`src/rtl/nonce_scan.sv`:
```
// Scans NUM_NONCES hash words from memory, tracks the minimum hash/nonce and counts hits below target,
// then writes a 3-word result record. Latency: done rises NUM_NONCES+5 cycles after start; start ignored while busy.
module nonce_scan #(
    parameter int NUM_NONCES = 16,
    parameter int CW         = $clog2(NUM_NONCES + 1)
) (
    input  logic          clk,
    input  logic          reset_n,
    input  logic          start,
    input  logic [15:0]   input_addr,
    input  logic [15:0]   output_addr,
    input  logic [31:0]   target,
    output logic          mem_clk,
    output logic          mem_we,
    output logic [15:0]   mem_addr,
    output logic [31:0]   mem_write_data,
    input  logic [31:0]   mem_read_data,
    output logic          done,
    output logic          found,
    output logic [31:0]   best_hash,
    output logic [31:0]   best_nonce,
    output logic [CW-1:0] hit_count
);
    localparam int IW = (NUM_NONCES > 2) ? $clog2(NUM_NONCES) : 1;
    localparam logic [IW-1:0] LAST = IW'(NUM_NONCES - 1);

    typedef enum logic [2:0] {IDLE, READ, DRAIN, WR0, WR1, WR2, FIN} state_t;

    state_t          state;
    logic [IW-1:0]   iss_cnt;
    logic [IW-1:0]   cap_cnt;
    // rd_vld[0]: address issued this edge; rd_vld[1]: its data is on mem_read_data next edge
    logic [1:0]      rd_vld;
    logic            capture;

    assign mem_clk = clk;
    assign capture = (state == READ || state == DRAIN) && rd_vld[1];

    always_ff @(posedge clk) begin
        if (!reset_n) begin
            state          <= IDLE;
            iss_cnt        <= '0;
            cap_cnt        <= '0;
            rd_vld         <= '0;
            mem_we         <= 1'b0;
            mem_addr       <= '0;
            mem_write_data <= '0;
            done           <= 1'b0;
            found          <= 1'b0;
            best_hash      <= '0;
            best_nonce     <= '0;
            hit_count      <= '0;
        end else begin
            rd_vld <= {rd_vld[0], 1'b0};

            if (capture) begin
                // First word seeds the minimum; strict compare keeps the earliest nonce on ties
                if (cap_cnt == '0 || mem_read_data < best_hash) begin
                    best_hash  <= mem_read_data;
                    best_nonce <= 32'(cap_cnt);
                end
                if (mem_read_data < target)
                    hit_count <= hit_count + CW'(1);
                cap_cnt <= cap_cnt + IW'(1);
            end

            case (state)
                IDLE: begin
                    if (start) begin
                        mem_addr  <= input_addr;
                        mem_we    <= 1'b0;
                        done      <= 1'b0;
                        iss_cnt   <= IW'(1);
                        cap_cnt   <= '0;
                        hit_count <= '0;
                        rd_vld    <= {rd_vld[0], 1'b1};
                        state     <= READ;
                    end
                end
                READ: begin
                    mem_addr <= input_addr + 16'(iss_cnt);
                    rd_vld   <= {rd_vld[0], 1'b1};
                    if (iss_cnt == LAST)
                        state <= DRAIN;
                    else
                        iss_cnt <= iss_cnt + IW'(1);
                end
                DRAIN: begin
                    if (capture && cap_cnt == LAST)
                        state <= WR0;
                end
                WR0: begin
                    mem_we         <= 1'b1;
                    mem_addr       <= output_addr;
                    mem_write_data <= best_hash;
                    state          <= WR1;
                end
                WR1: begin
                    mem_we         <= 1'b1;
                    mem_addr       <= output_addr + 16'd1;
                    mem_write_data <= best_nonce;
                    state          <= WR2;
                end
                WR2: begin
                    mem_we         <= 1'b1;
                    mem_addr       <= output_addr + 16'd2;
                    mem_write_data <= 32'(hit_count);
                    state          <= FIN;
                end
                FIN: begin
                    mem_we <= 1'b0;
                    done   <= 1'b1;
                    found  <= (hit_count != '0);
                    state  <= IDLE;
                end
                default: state <= IDLE;
            endcase
        end
    end
endmodule

```
`config.mk`:
```
export PLATFORM = sky130hd
export DESIGN_NAME = nonce_scan
export DESIGN_NICKNAME = d
export VERILOG_FILES = /design/src/rtl/nonce_scan.sv
export SDC_FILE = /design/constraint.sdc
export NUM_CORES = 1
export LEC_CHECK = 0
export BUFFER_PORTS_ARGS = -buffer_cell sky130_fd_sc_hd__buf_2
export CORE_UTILIZATION = 45
export DETAILED_ROUTE_END_ITERATION = 10
export PLACE_DENSITY = 0.76
export SETUP_SLACK_MARGIN = 0.5
export SYNTH_ARGS = -nofsm -noshare
export SYNTH_HDL_FRONTEND = slang
export SYNTH_SLANG_ARGS = --single-unit
```
`constraint.sdc`:
```
create_clock -name clk -period 3.2 [get_ports clk]
set_input_delay 0.8 -clock clk [delete_from_list [all_inputs] [get_ports clk]]
set_output_delay 0.8 -clock clk [all_outputs]
set_load 0.03 [all_outputs]
```
==> metrics.txt <==
YS warnings 0; Clock Skews 11.4 ps; via/cell ratio ~5.6; Setup TNS 0 ps; Area Overhead vs Synth 19.7%; Synth cell types between 60 and 70; commonest non-fill, non-tap cell in the layout buf_2; Leakage 3.84 nW; io pins 220; number of global-route vias before repair about 6400; Post-synth EDFFs 0; Global Route Usage Sum 0.250; grt total ovfl 0; FF-to-FF setup slack roughly 630 ps; Fillers 1506; clock transition at the registers of the reported paths 80 ps; DP Area between 8000 and 9000 sq um; Max IR drop VDD 0.377 mV; Max transition margin 0.518; first-pass GRT wire length roughly 32000 um; post-route cell area 8560 sq um; Nets about 1300; Non-Filler Instances 1313; # hold bufs at CTS 0; worst min path class flip-flop to flip-flop; WL/cell ~16 um; number of buffers added on ports 191; Final Core Density 0.557; initial antenna violation count 1; final hold vios 0; Pwr Total around 3.3 mW; Most used DFF post-synth dfxtp_1; Syn Std Cell Area approximately 7000 sq um; DRC 0; worst path required time ~2400 ps; CP Launch Type clock port; RSZ-0062 raised after global routing yes; die area 16400 sq um; initial DRC count 653; Slew @ Worst Pin 721 ps; 1st-pass router iterations 6; Antenna Violating Nets Remaining 0; # placed instances 1294; Detailed Place HPWL 15400 um; max-capacitance violation count 0; layout cell share with drive strength beyond 1 0.218; Die W 128 um; Worst setup EP type output port; Placer Congestion 0.936; Crit Path Class clock port to output port; final wirelength 20800 um; Post-CTS Setup Inserts 0; starting density of the core 0.466; Seq/Total Area, Yosys 0.294; CORE AREA 15400 sq um; status finished, final reports clean; worst path arrival time about 2000 ps; Final Setup Violations 0; Die Y 128 um; TritonCTS clock tree built; Synth Instances 927; register bit total from synthesis 105; Crit Path Max Fanout 2; final slew viol count 0; largest net degree at the start of global routing just over 40; worst-skew pair later-pin latency 470 ps; most frequent cells in the layout buf_2 (190), nand2_1 (140), dfxtp_1 (104), a21oi_1 (82); floorplan row count 45; Async SR Flop Fraction 0; Power Dens Cells 381 nW/um^2; Syn Area/Cell 7.72 sq um; vias after detailed routing 7340
-- what timing repair did --
| item | CTS | global route |
|---|---|---|
| endpoints found under the setup margin | 1 | 38 |
| gates cloned | 0 | 1 |
| gates resized for setup | 3 | 11 |
| pin swaps | 0 | 2 |
-- final cells by class --
| cell class | count | area (sq um) | share of cell area |
|---|---|---|---|
| multi-input combinational | 694 | 4450 | 0.519 |
| sequential | 105 | 2100 | 0.246 |
| timing repair buffer | 208 | 1120 | 0.131 |
| clock buffer | 14 | 319 | 0.0373 |
| inverter | 76 | 285 | 0.0333 |
| tap | 211 | 264 | 0.0308 |
| clock inverter | 4 | 22.5 | 0.00263 |
| antenna | 1 | 2.50 | 0.000292 |
-- stage by stage --
stage	hold WS (ps)	setup slack, ps
final	437	423
after global routing	451	419
after CTS	437	419
after detailed placement	420	37.7
after global placement	420	80.4
after floorplan	412	509
-- final timing paths --
path | start | endpoint | cells past startpoint
setup reg to reg | best_hash[11] | best_hash[23] | 9
hold reg to reg | rd_vld[0] | rd_vld[1] | 1
hold / removal | rd_vld[0] | rd_vld[1] | 1
setup / recovery | clk | mem_clk | 3
-- critical path: stages --
cell and delay, ps:
clkbuf_16 120, clkbuf_16 130, buf_8 120
-- metal layers --
metal | global-route usage | wire length [um]
met3 | 0.0651 | 1610
met2 | 0.396 | 9550
met5 | 0 | 0
met1 | 0.326 | 9140
met4 | 0.0927 | 471
-- kinds of logic (layout without fill, tap and decap cells) --
group,count (synthesis),in the layout,share of synthesized area
adders and majority gates,74,74,0.130
DFF,105,105,0.294
and+or+nand+nor,323,323,0.206
other,1,29,0.000524
buffers and inverters,155,302,0.106
xor gates and xnor gates,22,22,0.0269
AOI/OAI and AO/OA,200,200,0.170
muxes,47,47,0.0661
-- flip-flops by register name (all words and copies together), names as in the netlist, 2 cells and up --
signal          flops
best_nonce          4
state               3
iss_cnt             4
hit_count           5
best_hash          32
mem_addr           16
rd_vld              2
cap_cnt             4
mem_write_data     32
-- synth_stat cells (4+ instances only) --
| master | instances | share of area |
|---|---|---|
| nand2_1 | 140 | 0.073 |
| dfxtp_1 | 105 | 0.29 |
| a21oi_1 | 83 | 0.058 |
| ha_1 | 73 | 0.13 |
| inv_1 | 73 | 0.038 |
| nor2_1 | 62 | 0.033 |
| nand3_1 | 47 | 0.033 |
| mux2i_1 | 45 | 0.063 |
| clkbuf_1 | 35 | 0.018 |
| o21ai_0 | 34 | 0.024 |
| buf_4 | 30 | 0.031 |
| nand4_1 | 19 | 0.017 |
| xnor2_1 | 14 | 0.017 |
| a31oi_1 | 11 | 0.0096 |
| and3_1 | 11 | 0.0096 |
| nor3_1 | 10 | 0.0070 |
| o21ai_1 | 8 | 0.0056 |
| xor2_1 | 8 | 0.0098 |
| a211oi_1 | 7 | 0.0073 |
| a21o_1 | 7 | 0.0073 |
| buf_2 | 7 | 0.0049 |
| nand2b_1 | 6 | 0.0052 |
| o221ai_1 | 6 | 0.0073 |
| a2111oi_0 | 5 | 0.0061 |
| and2_1 | 5 | 0.0044 |
| o22ai_1 | 5 | 0.0044 |
| or4_1 | 5 | 0.0052 |
| a22oi_1 | 4 | 0.0042 |
| o211ai_1 | 4 | 0.0042 |
-- report_power, final --
part / total (mW) / internal, mW / switching, mW
Clock: 1.27 / 0.709 / 0.558
Sequential: 1.37 / 1.34 / 0.0256
Combinational: 0.626 / 0.223 / 0.403
(Power assumes the default switching activity.)
